<file path="config.mk">
export PLATFORM = sky130hd
export DESIGN_NAME = jk_bank_driver_flat
export DESIGN_NICKNAME = d
export VERILOG_FILES = /design/src/rtl/jk_bank_driver_if.sv /design/src/rtl/jk_bank_driver.sv /design/src/flat_wrapper.sv
export SDC_FILE = /design/constraint.sdc
export NUM_CORES = 1
export LEC_CHECK = 0
export ABC_AREA = 0
export BUFFER_PORTS_ARGS = -buffer_cell sky130_fd_sc_hd__buf_2
export CAP_MARGIN = 20
export CORE_MARGIN = 4
export CORE_UTILIZATION = 45
export DETAILED_ROUTE_END_ITERATION = 8
export PLACE_DENSITY = 0.82
export SKIP_LAST_GASP = 1
export SYNTH_ARGS = -nofsm -noshare
export SYNTH_HDL_FRONTEND = slang
export SYNTH_SLANG_ARGS = --single-unit
</file>
<file path="constraint.sdc">
create_clock -name clk -period 1.9 [get_ports clk]
set_clock_uncertainty 0.05 [all_clocks]
set_input_delay 0.095 -clock clk [delete_from_list [all_inputs] [get_ports clk]]
set_output_delay 0.095 -clock clk [all_outputs]
set_load 0.02 [all_outputs]
</file>
<file path="src/rtl/jk_bank_driver_if.sv">
`default_nettype none
// ============================================================================
// Module      : jk_bank_driver_if
// Description : Bundle between a JK bank driver and its environment.
//               Names carry the direction as seen from the driver.
//   tgt_i        requested bank value          tgt_valid_i  target valid
//   tgt_ready_o  driver accepts a target       q_in_i       current bank Q
//   j_o / k_o    per-bit JK excitation         busy_o       DRIVE or CHECK
//   done_o       bank reached target (pulse)   err_o        retries exhausted
//   mismatch_o   target xor Q at the last check
// Revision    : 1.0 - initial release
// ============================================================================
interface jk_bank_driver_if #(
  parameter int WIDTH = 8
);
  logic [WIDTH-1:0] tgt_i;
  logic             tgt_valid_i;
  logic             tgt_ready_o;
  logic [WIDTH-1:0] q_in_i;
  logic [WIDTH-1:0] j_o;
  logic [WIDTH-1:0] k_o;
  logic             busy_o;
  logic             done_o;
  logic             err_o;
  logic [WIDTH-1:0] mismatch_o;

  modport master (
    output tgt_i, tgt_valid_i, q_in_i,
    input  tgt_ready_o, j_o, k_o, busy_o, done_o, err_o, mismatch_o
  );

  modport slave (
    input  tgt_i, tgt_valid_i, q_in_i,
    output tgt_ready_o, j_o, k_o, busy_o, done_o, err_o, mismatch_o
  );
endinterface
`default_nettype wire

</file>
<file path="src/rtl/jk_bank_driver.sv">
`default_nettype none
// ============================================================================
// Module      : jk_bank_driver
// Description : Drives an external bank of JK flip-flops towards a requested
//               value, verifies the result and retries a bounded number of
//               times. IDLE -> DRIVE (one cycle) -> CHECK -> IDLE/DRIVE.
// Ports       : clk    - rising-edge clock
//               rst_n  - asynchronous active-low reset
//               bus_if - jk_bank_driver_if.slave (target handshake, bank Q,
//                        J/K excitation, status pulses, mismatch report)
// Parameters  : WIDTH      - number of flip-flops in the bank
//               MAX_RETRY  - extra drive attempts after a failed check
//               USE_TOGGLE - 1: J=K=1 on changing bits, 0: set/reset drive
// Revision    : 1.0 - initial release
// ============================================================================
module jk_bank_driver #(
  parameter int WIDTH      = 8,
  parameter int MAX_RETRY  = 2,
  parameter int USE_TOGGLE = 1
) (
  input  wire              clk,
  input  wire              rst_n,
  jk_bank_driver_if.slave  bus_if
);

  localparam int RW = (MAX_RETRY > 0) ? $clog2(MAX_RETRY + 1) : 1;
  localparam logic [RW-1:0] C_MAX_RETRY = RW'(MAX_RETRY);

  typedef enum logic [1:0] {
    S_IDLE  = 2'd0,
    S_DRIVE = 2'd1,
    S_CHECK = 2'd2
  } state_t;

  state_t           state_q;
  logic [WIDTH-1:0] target_q;
  logic [WIDTH-1:0] j_q, k_q;
  logic [WIDTH-1:0] mismatch_q;
  logic [RW-1:0]    retry_q;
  logic             done_q, err_q;

  // On the accept edge the target register is not loaded yet, so the
  // excitation is computed from the incoming target; on a retry it comes
  // from the latched target.
  logic [WIDTH-1:0] drive_tgt;
  logic [WIDTH-1:0] diff;
  logic [WIDTH-1:0] j_d, k_d;

  assign drive_tgt = (state_q == S_IDLE) ? bus_if.tgt_i : target_q;
  assign diff      = drive_tgt ^ bus_if.q_in_i;

  // Bits that already match are held (J=K=0) in both drive styles.
  generate
    if (USE_TOGGLE != 0) begin : g_toggle
      assign j_d = diff;
      assign k_d = diff;
    end else begin : g_setreset
      assign j_d = diff & drive_tgt;
      assign k_d = diff & ~drive_tgt;
    end
  endgenerate

  always_ff @(posedge clk or negedge rst_n) begin
    if (!rst_n) begin
      state_q    <= S_IDLE;
      target_q   <= '0;
      j_q        <= '0;
      k_q        <= '0;
      mismatch_q <= '0;
      retry_q    <= '0;
      done_q     <= 1'b0;
      err_q      <= 1'b0;
    end else begin
      // Excitation and status pulses default to inactive; only the edges
      // entering DRIVE or leaving CHECK override them.
      j_q    <= '0;
      k_q    <= '0;
      done_q <= 1'b0;
      err_q  <= 1'b0;
      case (state_q)
        S_IDLE: begin
          if (bus_if.tgt_valid_i) begin
            target_q   <= bus_if.tgt_i;
            retry_q    <= '0;
            mismatch_q <= '0;
            j_q        <= j_d;
            k_q        <= k_d;
            state_q    <= S_DRIVE;
          end
        end
        S_DRIVE: begin
          state_q <= S_CHECK;
        end
        S_CHECK: begin
          mismatch_q <= target_q ^ bus_if.q_in_i;
          if (bus_if.q_in_i == target_q) begin
            done_q  <= 1'b1;
            state_q <= S_IDLE;
          end else if (retry_q < C_MAX_RETRY) begin
            retry_q <= retry_q + RW'(1);
            j_q     <= j_d;
            k_q     <= k_d;
            state_q <= S_DRIVE;
          end else begin
            err_q   <= 1'b1;
            state_q <= S_IDLE;
          end
        end
        default: begin
          state_q <= S_IDLE;
        end
      endcase
    end
  end

  assign bus_if.tgt_ready_o = (state_q == S_IDLE);
  assign bus_if.busy_o      = (state_q != S_IDLE);
  assign bus_if.j_o         = j_q;
  assign bus_if.k_o         = k_q;
  assign bus_if.done_o      = done_q;
  assign bus_if.err_o       = err_q;
  assign bus_if.mismatch_o  = mismatch_q;

endmodule
`default_nettype wire

</file>
<file path="src/flat_wrapper.sv">
// flat-port wrapper written by rule: the top's interface ports become plain ports
module jk_bank_driver_flat 
#(
  parameter int WIDTH      = 8,
  parameter int MAX_RETRY  = 2,
  parameter int USE_TOGGLE = 1
)
  (clk, rst_n, bus_if_tgt_i, bus_if_tgt_valid_i, bus_if_q_in_i, bus_if_tgt_ready_o, bus_if_j_o, bus_if_k_o, bus_if_busy_o, bus_if_done_o, bus_if_err_o, bus_if_mismatch_o);
  jk_bank_driver_if #(.WIDTH(WIDTH)) bus_if_i ();
  input  wire clk;
  input  wire rst_n;
  input wire logic [$bits(bus_if_i.tgt_i)-1:0] bus_if_tgt_i;
  input wire logic [$bits(bus_if_i.tgt_valid_i)-1:0] bus_if_tgt_valid_i;
  input wire logic [$bits(bus_if_i.q_in_i)-1:0] bus_if_q_in_i;
  output wire logic [$bits(bus_if_i.tgt_ready_o)-1:0] bus_if_tgt_ready_o;
  output wire logic [$bits(bus_if_i.j_o)-1:0] bus_if_j_o;
  output wire logic [$bits(bus_if_i.k_o)-1:0] bus_if_k_o;
  output wire logic [$bits(bus_if_i.busy_o)-1:0] bus_if_busy_o;
  output wire logic [$bits(bus_if_i.done_o)-1:0] bus_if_done_o;
  output wire logic [$bits(bus_if_i.err_o)-1:0] bus_if_err_o;
  output wire logic [$bits(bus_if_i.mismatch_o)-1:0] bus_if_mismatch_o;
  assign bus_if_i.tgt_i = bus_if_tgt_i;
  assign bus_if_i.tgt_valid_i = bus_if_tgt_valid_i;
  assign bus_if_i.q_in_i = bus_if_q_in_i;
  assign bus_if_tgt_ready_o = bus_if_i.tgt_ready_o;
  assign bus_if_j_o = bus_if_i.j_o;
  assign bus_if_k_o = bus_if_i.k_o;
  assign bus_if_busy_o = bus_if_i.busy_o;
  assign bus_if_done_o = bus_if_i.done_o;
  assign bus_if_err_o = bus_if_i.err_o;
  assign bus_if_mismatch_o = bus_if_i.mismatch_o;
  jk_bank_driver #(.WIDTH(WIDTH), .MAX_RETRY(MAX_RETRY), .USE_TOGGLE(USE_TOGGLE)) u_core (.clk(clk), .rst_n(rst_n), .bus_if(bus_if_i));
endmodule
</file>
## Yosys cells after proc, flatten, opt, wreduce, memory -nomap -nowiden

Index checks and enable logic that the tools add are counted.

| word-level totals | value |
|---|---|
| register bits | 30 |
| input bits | 19 |
| output and inout bits | 28 |
| logic and storage cells | 43 |

| operators by class | value |
|---|---|
| add/subtract/negate cells | 1 |
| order comparisons | 1 |
| equality and inequality tests | 6 |
| multiplexer cells | 20 |
| bitwise operators | 2 |
| reduce and logical (&&, ||, !) cells | 6 |

Operators by type and width:

| kind | number |
|---|---|
| 8-bit 2-to-1 mux | 5 |
| 8-bit one-hot mux with 2 select lines | 2 |
| 8-bit bitwise XOR | 2 |
| 2-bit 2-to-1 mux | 5 |
| 8-bit == test | 1 |
| 1-bit 2-to-1 mux | 6 |
| 2-bit one-hot mux with 3 select lines | 1 |
| 2-bit inequality test, second input constant | 2 |
| 2-bit one-hot mux with 2 select lines | 1 |
| 2-bit AND reduction | 2 |
| 4-bit AND reduction | 1 |
| 2-bit nonzero test | 2 |
| 2-bit by 1-bit adder with 2-bit output, second input constant | 1 |
| 2-bit by 1-bit == test with 1-bit output, second input constant | 1 |
| 2-bit == test, second input constant | 1 |
| 2-bit zero test | 1 |
| 2-bit less-than comparator, second input constant | 1 |
| 2-bit by 1-bit inequality test with 1-bit output, second input constant | 1 |

## Logic depth before layout (Yosys ltp)

Gate-level depths: netlist of the first run.

| depth | value |
|---|---|
| depth in word-level cells | 6 |
| gate-level depth with buffers | 5 |
| depth with buffers taken out | 4 |

## Worst setup path after synthesis of the first run

Ideal clock, no wire load.

| timing path | value |
|---|---|
| path type | reg2reg |
| start point | reg u_core.state_q[1] |
| end point | reg u_core.j_q[0], in the netlist u_core.bus_if.j_o[0] |
| library setup time | 0.139 ns |
| arrival time | 1.190 ns |
| data required time | 1.711 ns |
| setup slack | 0.521 ns |
| stages on the path, launching flop included | 6 |
| buffers on the path | 1 |
| clock period less this slack | 1.379 ns |
| path through | dfrtp_1 nor2_1 buf_4 mux2i_1 xor2_1 a21oi_1 |

| between the ends | value |
|---|---|
| word-level cells in the longest chain between the ends | 6 |
| elaborated cells on any way between the ends | 8 |
| classes of those cells | eq/ne (1); mux (5); bitwise (1); reduce/logical (1) |

Ends and longest elaborated chain:

| element | line | source |
|---|---|---|
| start: declaration | jk_bank_driver.sv:35 | `state_t state_q;` |
| start signal: assignment | jk_bank_driver.sv:65 | `state_q <= S_IDLE;` |
| start signal: assignment | jk_bank_driver.sv:88 | `state_q <= S_DRIVE;` |
| start signal: assignment | jk_bank_driver.sv:92 | `state_q <= S_CHECK;` |
| 2-bit zero test * | n/a |  |
| net bus_if_tgt_ready_o | flat_wrapper.sv:15 | `output wire logic [$bits(bus_if_i.tgt_ready_o)-1:0] bus_if_tgt_ready_o;` |
| 8-bit 2-to-1 mux | jk_bank_driver.sv:49 | `assign drive_tgt = (state_q == S_IDLE) ? bus_if.tgt_i : target_q;` |
| 8-bit bitwise XOR | jk_bank_driver.sv:50 | `assign diff = drive_tgt ^ bus_if.q_in_i;` |
| 8-bit 2-to-1 mux | jk_bank_driver.sv:99 | `end else if (retry_q < C_MAX_RETRY) begin` |
| 8-bit 2-to-1 mux | jk_bank_driver.sv:96 | `if (bus_if.q_in_i == target_q) begin` |
| 8-bit one-hot mux with 2 select lines * | jk_bank_driver.sv:80 | `case (state_q)` |
| end signal: assignment | jk_bank_driver.sv:86 | `j_q <= j_d;` |
| end signal: assignment | jk_bank_driver.sv:101 | `j_q <= j_d;` |
| end: declaration | jk_bank_driver.sv:37 | `logic [WIDTH-1:0] j_q, k_q;` |

Mark *: on every way through the listed nets, which the timed path passes. The rest lies on a longest branch.
A chain may end at the register's enable or synchronous reset.

## Final worst setup path of the first run

| timing path | value |
|---|---|
| start point | reg u_core.target_q[2] |
| end point | reg u_core.retry_q[0] |

| between the ends | value |
|---|---|
| word-level cells in the longest chain between the ends | 3 |

Ends and longest elaborated chain:

| element | line | source |
|---|---|---|
| start: declaration | jk_bank_driver.sv:36 | `logic [WIDTH-1:0] target_q;` |
| start signal: assignment | jk_bank_driver.sv:83 | `target_q <= bus_if.tgt_i;` |
| 8-bit == test | jk_bank_driver.sv:96 |  |
| 2-bit inequality test (no line) | n/a |  |
| 4-bit AND reduction (no line) | n/a |  |
| end signal: assignment | jk_bank_driver.sv:100 | `retry_q <= retry_q + RW'(1);` |
| end: declaration | jk_bank_driver.sv:39 | `logic [RW-1:0] retry_q;` |

No other way between the ends.

==> results of run 1 <==
## layout make-up
class | count | area [um^2] | area share, %
Inverter | 1 | 3.75 | 0.214
Clock buffer | 7 | 55.1 | 3.14
Tap cell | 31 | 38.8 | 2.21
Multi-Input combinational cell | 71 | 556 | 31.7
Timing Repair Buffer | 58 | 343 | 19.6
Clock inverter | 1 | 5.00 | 0.286
Sequential cell | 30 | 751 | 42.9
## critical path: stages (launching register included)
cell and delay [ns]:
sky130_fd_sc_hd__dfrtp_1 0.41, sky130_fd_sc_hd__xnor2_1 0.29, sky130_fd_sc_hd__nand4_1 0.17, sky130_fd_sc_hd__o21ai_2 0.43, sky130_fd_sc_hd__mux2i_1 0.23
## layer usage
| layer | global-route usage, % | vias up |
|---|---|---|
| met5 | 0 | - |
| met4 | 5.39 | 0 |
| met3 | 4.97 | 6 |
| met2 | 27.2 | 27 |
| met1 | 15.9 | 485 |
| li1 | - | 493 |
## cells in the mapped netlist, types with 2 or more instances
cell type,instances
sky130_fd_sc_hd__nand2_1,2
sky130_fd_sc_hd__nand3_1,8
sky130_fd_sc_hd__buf_2,2
sky130_fd_sc_hd__xnor2_1,4
sky130_fd_sc_hd__buf_4,9
sky130_fd_sc_hd__xnor2_2,4
sky130_fd_sc_hd__mux2i_1,9
sky130_fd_sc_hd__mux2_2,8
sky130_fd_sc_hd__nand4_1,2
sky130_fd_sc_hd__nor2_1,3
sky130_fd_sc_hd__clkbuf_1,2
sky130_fd_sc_hd__o21ai_0,8
sky130_fd_sc_hd__a21oi_1,8
sky130_fd_sc_hd__xor2_1,8
sky130_fd_sc_hd__dfrtp_1,30
## what timing repair did
action                     CTS  global route
hold buffers                 9             0
gates resized for setup      0             0
setup endpoints to repair    0             0
hold endpoints to repair    38             0
## power by group
| part | total [mW] | internal [mW] | switching, mW |
|---|---|---|---|
| registers | 1.11 | 0.918 | 0.192 |
| clock network | 0.381 | 0.179 | 0.201 |
| logic | 1.58 | 0.654 | 0.924 |
| total | 3.07 | 1.75 | 1.32 |
## state kept, by name (all words and copies together) (netlist names)
| register | cells |
|---|---|
| u_core.bus_if.done_o | 1 |
| u_core.target_q | 8 |
| u_core.bus_if.err_o | 1 |
| u_core.retry_q | 2 |
| u_core.state_q | 2 |
| u_core.bus_if.j_o | 8 |
| u_core.bus_if.mismatch_o | 8 |
## path summary, 6_finish.rpt
path                                                startpoint  slack, ns                             end
worst min register to register   u_core.state_q[1]$_DFFE_PN0P_       0.43   u_core.state_q[1]$_DFFE_PN0P_
max in group asynchronous                                rst_n       1.10  u_core.bus_if.j_o[4]$_DFF_PN0_
worst min-delay path                          bus_if_q_in_i[1]       0.04  u_core.bus_if.j_o[1]$_DFF_PN0_
min in group asynchronous                                rst_n       0.28  u_core.bus_if.j_o[7]$_DFF_PN0_
worst max-delay path            u_core.target_q[2]$_DFFE_PN0P_       0.24   u_core.retry_q[0]$_DFFE_PN0P_
worst max register to register  u_core.target_q[2]$_DFFE_PN0P_       0.24   u_core.retry_q[0]$_DFFE_PN0P_
## logic make-up (layout without fill, tap and decap cells)
group           Yosys count  count (layout)  share of synthesized area (%)
flops                    30              30                           53.8
simple gates             20              20                           7.62
mux                      17              17                           12.9
buf+inv                  14              67                           6.37
xor+xnor                 16              16                           12.2
compound gates           18              18                           7.09
## stage by stage
step	area, um^2	util [%]	setup WS (ns)	hold slack (ns)	power (mW)
2_1_floorplan	1400	-	0.521	-0.251	2.33
3_3_place_gp	1600	56.1	0.344	0.0977	2.64
3_5_place_dp	1600	56.1	0.252	0.107	2.69
4_1_cts	1750	61.4	0.239	0.0326	3.10
5_1_grt	1750	61.4	0.0638	0.0567	3.28
6_report	1750	61.4	0.243	0.0449	3.07
==> summary.md, run 1 <==
| Metric | Value |
|---|---|
| Outcome | complete, no violations |
| Async set-reset flop share out of synthesis | 100% |
| Total die area | 0.00406 mm^2 |
| Number of pins with negative max-slew slack in the final report | 0 |
| Critical Path Start Type | flop |
| Area share of the leading cell type in the synthesized netlist | 53.8% |
| Number of enable flip-flop cells after synthesis | 0 |
| Initial antenna violation count | 0 |
| HP Class | input pin to flop |
| Detail Placement HPWL | 2.06 mm |
| Final-stage net count | 186 |
| Average detailed-routed wire length per instance | 14.1 um |
| Amount of wire on met3 after detailed routing | 151 um |
| Critical-path maximum fanout | 10 |
| Met2 wirelength from detailed routing | 1.54 mm |
| CTS Sinks | 30 |
| Root buffer cell | sky130_fd_sc_hd__clkbuf_4 |
| I/O pin count | 47 |
| Most used flip-flop cell after synthesis | sky130_fd_sc_hd__dfrtp_1 |
| Clk Latency, worst-skew pair | 0.31 ns |
| DRC Markers | 0 |
| Clock buffer count from CTS | 5 |
| Number of filler instances in the final layout | 231 |
| Count of distinct cell types in the synthesized netlist | 23 |
| Final period utilization | 87.2% |
| Total detailed-routing wirelength | 2.80 mm |
| Cell Rows | 19 |
| Worst slew slack as a fraction of its limit | 57.0% |
| Avg Synthesized Cell Area | 12.1 um^2 |
| First DRT Iteration DRCs | 28 |
| Post-DRT Antenna Nets | 0 |
| Transition at the pin with the smallest max-transition slack | 0.645 ns |
| Yosys warning count | 0 |
| Count of final setup violators | 0 |
| Mapped Nets | 134 |
| Layout overhead on the synthesized area | 25.6% |
| P per Cell Area | 1750 mW/mm^2 |
| Die outline height | 63.7 um |
| Highest-count cells in the layout ignoring fill and taps | sky130_fd_sc_hd__buf_2, sky130_fd_sc_hd__dfrtp_1, sky130_fd_sc_hd__mux2i_1, sky130_fd_sc_hd__dlygate4sd3_1 |
| Antenna fix cells | 0 |
| Critical path start-end classification | flop to flop |
| Met1 routed wirelength after detailed routing | 1.07 mm |
| Worst hold path cell count | 3 |
| Highest achievable clock rate | 604 MHz |
| Via count of the first global-routing pass | 1,060 |
| Number of standard cells after synthesis | 115 |
| Initial Utilization | 48.9% |
| Post-synthesis register bit count | 30 |
| Most common cell after layout, fill and taps aside | sky130_fd_sc_hd__buf_2 |
| Number of setup buffers added after CTS | 0 |
| Floorplan die width | 63.7 um |
| Synth area leaders | sky130_fd_sc_hd__dfrtp_1, sky130_fd_sc_hd__mux2i_1, sky130_fd_sc_hd__mux2_2 |
| R2r worst-path depth | 4 |
| Global routing usage summed across all routing layers | 14.9% |
| Clock slew at the register clock pins of the worst setup and hold paths | 0.09 ns |
| Synth Cell Area | 0.00140 mm^2 |
| DR top layer | met4 |
| Number of levels in the clock H-tree | 2 |
| Residual overflow from global routing | 0 |
| Leak | 0.912 nW |
| Share of layout cells above drive strength 1 | 41.7% |
| CORE AREA | 0.00285 mm^2 |
| Sequential share of the synthesized area | 53.8% |
| Largest net degree at the start of global routing | 31 |
| Clock tree from TritonCTS | done |
| Setup repair after global routing missed its margin | false |
| Cell type with the highest aggregate area in the netlist | sky130_fd_sc_hd__dfrtp_1 |
| Buffers from clock root to sink, at most | 2 |
| Worst EP required | 2.09 ns |
| Port Buffers | 46 |
| Endpoint kind of the worst setup timing path | flop |
| Worst IR Drop VDD | 0.647 mV |
| Number of hold violations in the final report | 0 |
| Max-cap check violation count | 0 |
| Wire length of the first global-routing pass | 4.72 mm |
| Final-layout setup total negative slack | 0 ns |
| Vias after detailed routing | 1,011 |
| Number of cells in the design after placement | 182 |
| Fin cells | 199 |
| Vias/cell | 5.08 |
| Initial DRT Pass Iterations | 4 |
| CP Data Arrival Time | 1.85 ns |
| Tmin final | 1.66 ns |
| Routability congestion estimate from global placement | 0.782 |
Note: power is estimated with default switching activity, not from simulation.
==> run 2, diff against run 1 <==
--- a/config.mk
+++ b/config.mk
@@ -13,6 +13,7 @@
 export DETAILED_ROUTE_END_ITERATION = 8
 export PLACE_DENSITY = 0.82
 export SKIP_LAST_GASP = 1
+export SLEW_MARGIN = 10
 export SYNTH_ARGS = -nofsm -noshare
 export SYNTH_HDL_FRONTEND = slang
 export SYNTH_SLANG_ARGS = --single-unit
==> constraint.sdc (replaced) <==
create_clock -name clk -period 1.9 [get_ports clk]
set_clock_uncertainty 0.05 [all_clocks]
set_input_delay 0.285 -clock clk [delete_from_list [all_inputs] [get_ports clk]]
set_output_delay 0.285 -clock clk [all_outputs]
set_load 0.02 [all_outputs]
==> summary.md, run 2 (same netlist as run 1, synthesis figures left out) <==
| Metric | Value |
|---|---|
| Die outline height | 63.7 um |
| Highest achievable clock rate | 584 MHz |
| Worst setup slack before clock tree synthesis | 0.285 ns |
| Delay of the slowest cell on the worst path | 0.41 ns |
| CTS Sinks | 30 |
| Final-layout setup total negative slack | 0 ns |
| Leak | 0.889 nW |
| Final-stage net count | 178 |
| Ordered list of cells on the worst path | nor2_1 > buf_4 > inv_1 > buf_2 |
| Worst IR Drop VDD | 0.814 mV |
| Critical Path Start Type | flop |
| Cell Rows | 19 |
| Clock power frac | 15.4% |
| Residual overflow from global routing | 0 |
| Detail Placement HPWL | 2.08 mm |
| Worst EP required | 1.56 ns |
| Combinational Power Share | 49.3% |
| Share of layout cells above drive strength 1 | 44.4% |
| Number of gates resized after cts | 0 |
| CP Data Arrival Time | 1.38 ns |
| CTS Hold Buffers Added | 1 |
| Total die area | 0.00406 mm^2 |
| CORE AREA | 0.00285 mm^2 |
| Buffers from clock root to sink, at most | 2 |
| Total detailed-routing wirelength | 2.73 mm |
| Highest-count cells in the layout ignoring fill and taps | sky130_fd_sc_hd__buf_2, sky130_fd_sc_hd__dfrtp_1, sky130_fd_sc_hd__mux2i_1 |
| Layout overhead on the synthesized area | 21.1% |
| Critical path start-end classification | flop to primary output |
| Transition at the pin with the smallest max-transition slack | 0.643 ns |
| Initial antenna violation count | 0 |
| Global routing usage summed across all routing layers | 14.7% |
| Initial DRT Pass Iterations | 4 |
| Outcome | complete, no violations |
| Setup repair after global routing missed its margin | false |
| Final period utilization | 90.1% |
| Max-cap check violation count | 0 |
| Number of levels in the clock H-tree | 2 |
| Number of filler instances in the final layout | 241 |
| Number of setup buffers added after CTS | 0 |
| Master of the slowest instance on the critical path | sky130_fd_sc_hd__dfrtp_1 |
| Worst slew slack as a fraction of its limit | 57.1% |
| Most common cell after layout, fill and taps aside | sky130_fd_sc_hd__buf_2 |
| Clock tree from TritonCTS | done |
| Clk Latency, worst-skew pair | 0.33 ns |
| Combined area of the multi-input logic cells | 556 um^2 |
| Floorplan die width | 63.7 um |
| Clock slew at the register clock pins of the worst setup and hold paths | 0.10 ns |
| Register area | 751 um^2 |
| Clock buffer count from CTS | 5 |
| DRC Markers | 0 |
| Total internal power | 1.83 mW |
| P per Cell Area | 1870 mW/mm^2 |
| Endpoint kind of the worst setup timing path | primary output |
| Crit-path leading delay family | buffers and inverters |
| Via count of the first global-routing pass | 955 |
| Sequential share of power | 35.3% |
| Vias/cell | 5.18 |
| Root buffer cell | sky130_fd_sc_hd__clkbuf_4 |
| Count of final setup violators | 0 |
| Initial Utilization | 48.9% |
| First DRT Iteration DRCs | 37 |
| Switch share | 41.9% |
| I/O pin count | 47 |
| Routability congestion estimate from global placement | 0.767 |
| HP Class | input pin to flop |
| Port Buffers | 46 |
| Min setup slack post-route | 0.188 ns |
| Post-DRT Antenna Nets | 0 |
| Vias after detailed routing | 989 |
| Antenna fix cells | 0 |
| Switching power | 1.32 mW |
| Tmin final | 1.71 ns |
| Number of hold violations in the final report | 0 |
| Largest net degree at the start of global routing | 31 |
| Number of pins with negative max-slew slack in the final report | 0 |
| Fin Hold WS | 0.148 ns |
| CP bufs+invs | 3 |
| Critical-path maximum fanout | 7 |
| Wire length of the first global-routing pass | 4.52 mm |
| Average detailed-routed wire length per instance | 14.3 um |
## run 2: path summary, 6_finish.rpt
kind	from	endpoint	slack, ns	cells after the start
max	u_core.state_q[1]$_DFFE_PN0P_	bus_if_busy_o	0.19	4
min	bus_if_tgt_i[5]	u_core.target_q[5]$_DFFE_PN0P_	0.15	2
max reg2reg	u_core.target_q[0]$_DFFE_PN0P_	u_core.retry_q[0]$_DFFE_PN0P_	0.27	4
min reg2reg	u_core.state_q[1]$_DFFE_PN0P_	u_core.state_q[1]$_DFFE_PN0P_	0.43	1
max in group asynchronous	rst_n	u_core.bus_if.err_o$_DFF_PN0_	0.92	2
min in group asynchronous	rst_n	u_core.bus_if.mismatch_o[5]$_DFFE_PN0P_	0.45	2
## run 2: routing by layer
metal | vias up | GRT usage (%) | routed length (um)
li1 | 476 | - | -
met1 | 478 | 17.6 | 1140
met2 | 27 | 24.5 | 1410
met3 | 8 | 3.20 | 104
met4 | 0 | 8.09 | 70
met5 | - | 0 | 0
## run 2: stage by stage
stage / cell area (um^2) / util [%] / total power [mW] / cells
floorplan: 1400 / - / 2.33 / 115
global placement: 1600 / 56.1 / 2.65 / 182
detailed placement: 1600 / 56.1 / 2.70 / 182
CTS: 1690 / 59.2 / 3.20 / 191
global route: 1690 / 59.2 / 3.38 / 191
finish: 1690 / 59.2 / 3.16 / 191
## run 2: power groups by stage
stage	sequential (mW)	clock [mW]	combinational, mW
after floorplan	1.29	0	1.04
after global placement	1.10	0	1.54
after detailed placement	1.13	0	1.58
after CTS	1.11	0.502	1.58
after global routing	1.15	0.529	1.69
final	1.11	0.488	1.56
## run 2: cell type report
class	count	share of cell area (%)
Clock inverter	3	2.37
Timing Repair Buffer	50	15.6
Inverter	1	0.222
Sequential cell	30	44.4
Tap cell	31	2.30
Clock buffer	5	2.22
Multi-Input combinational cell	71	32.9
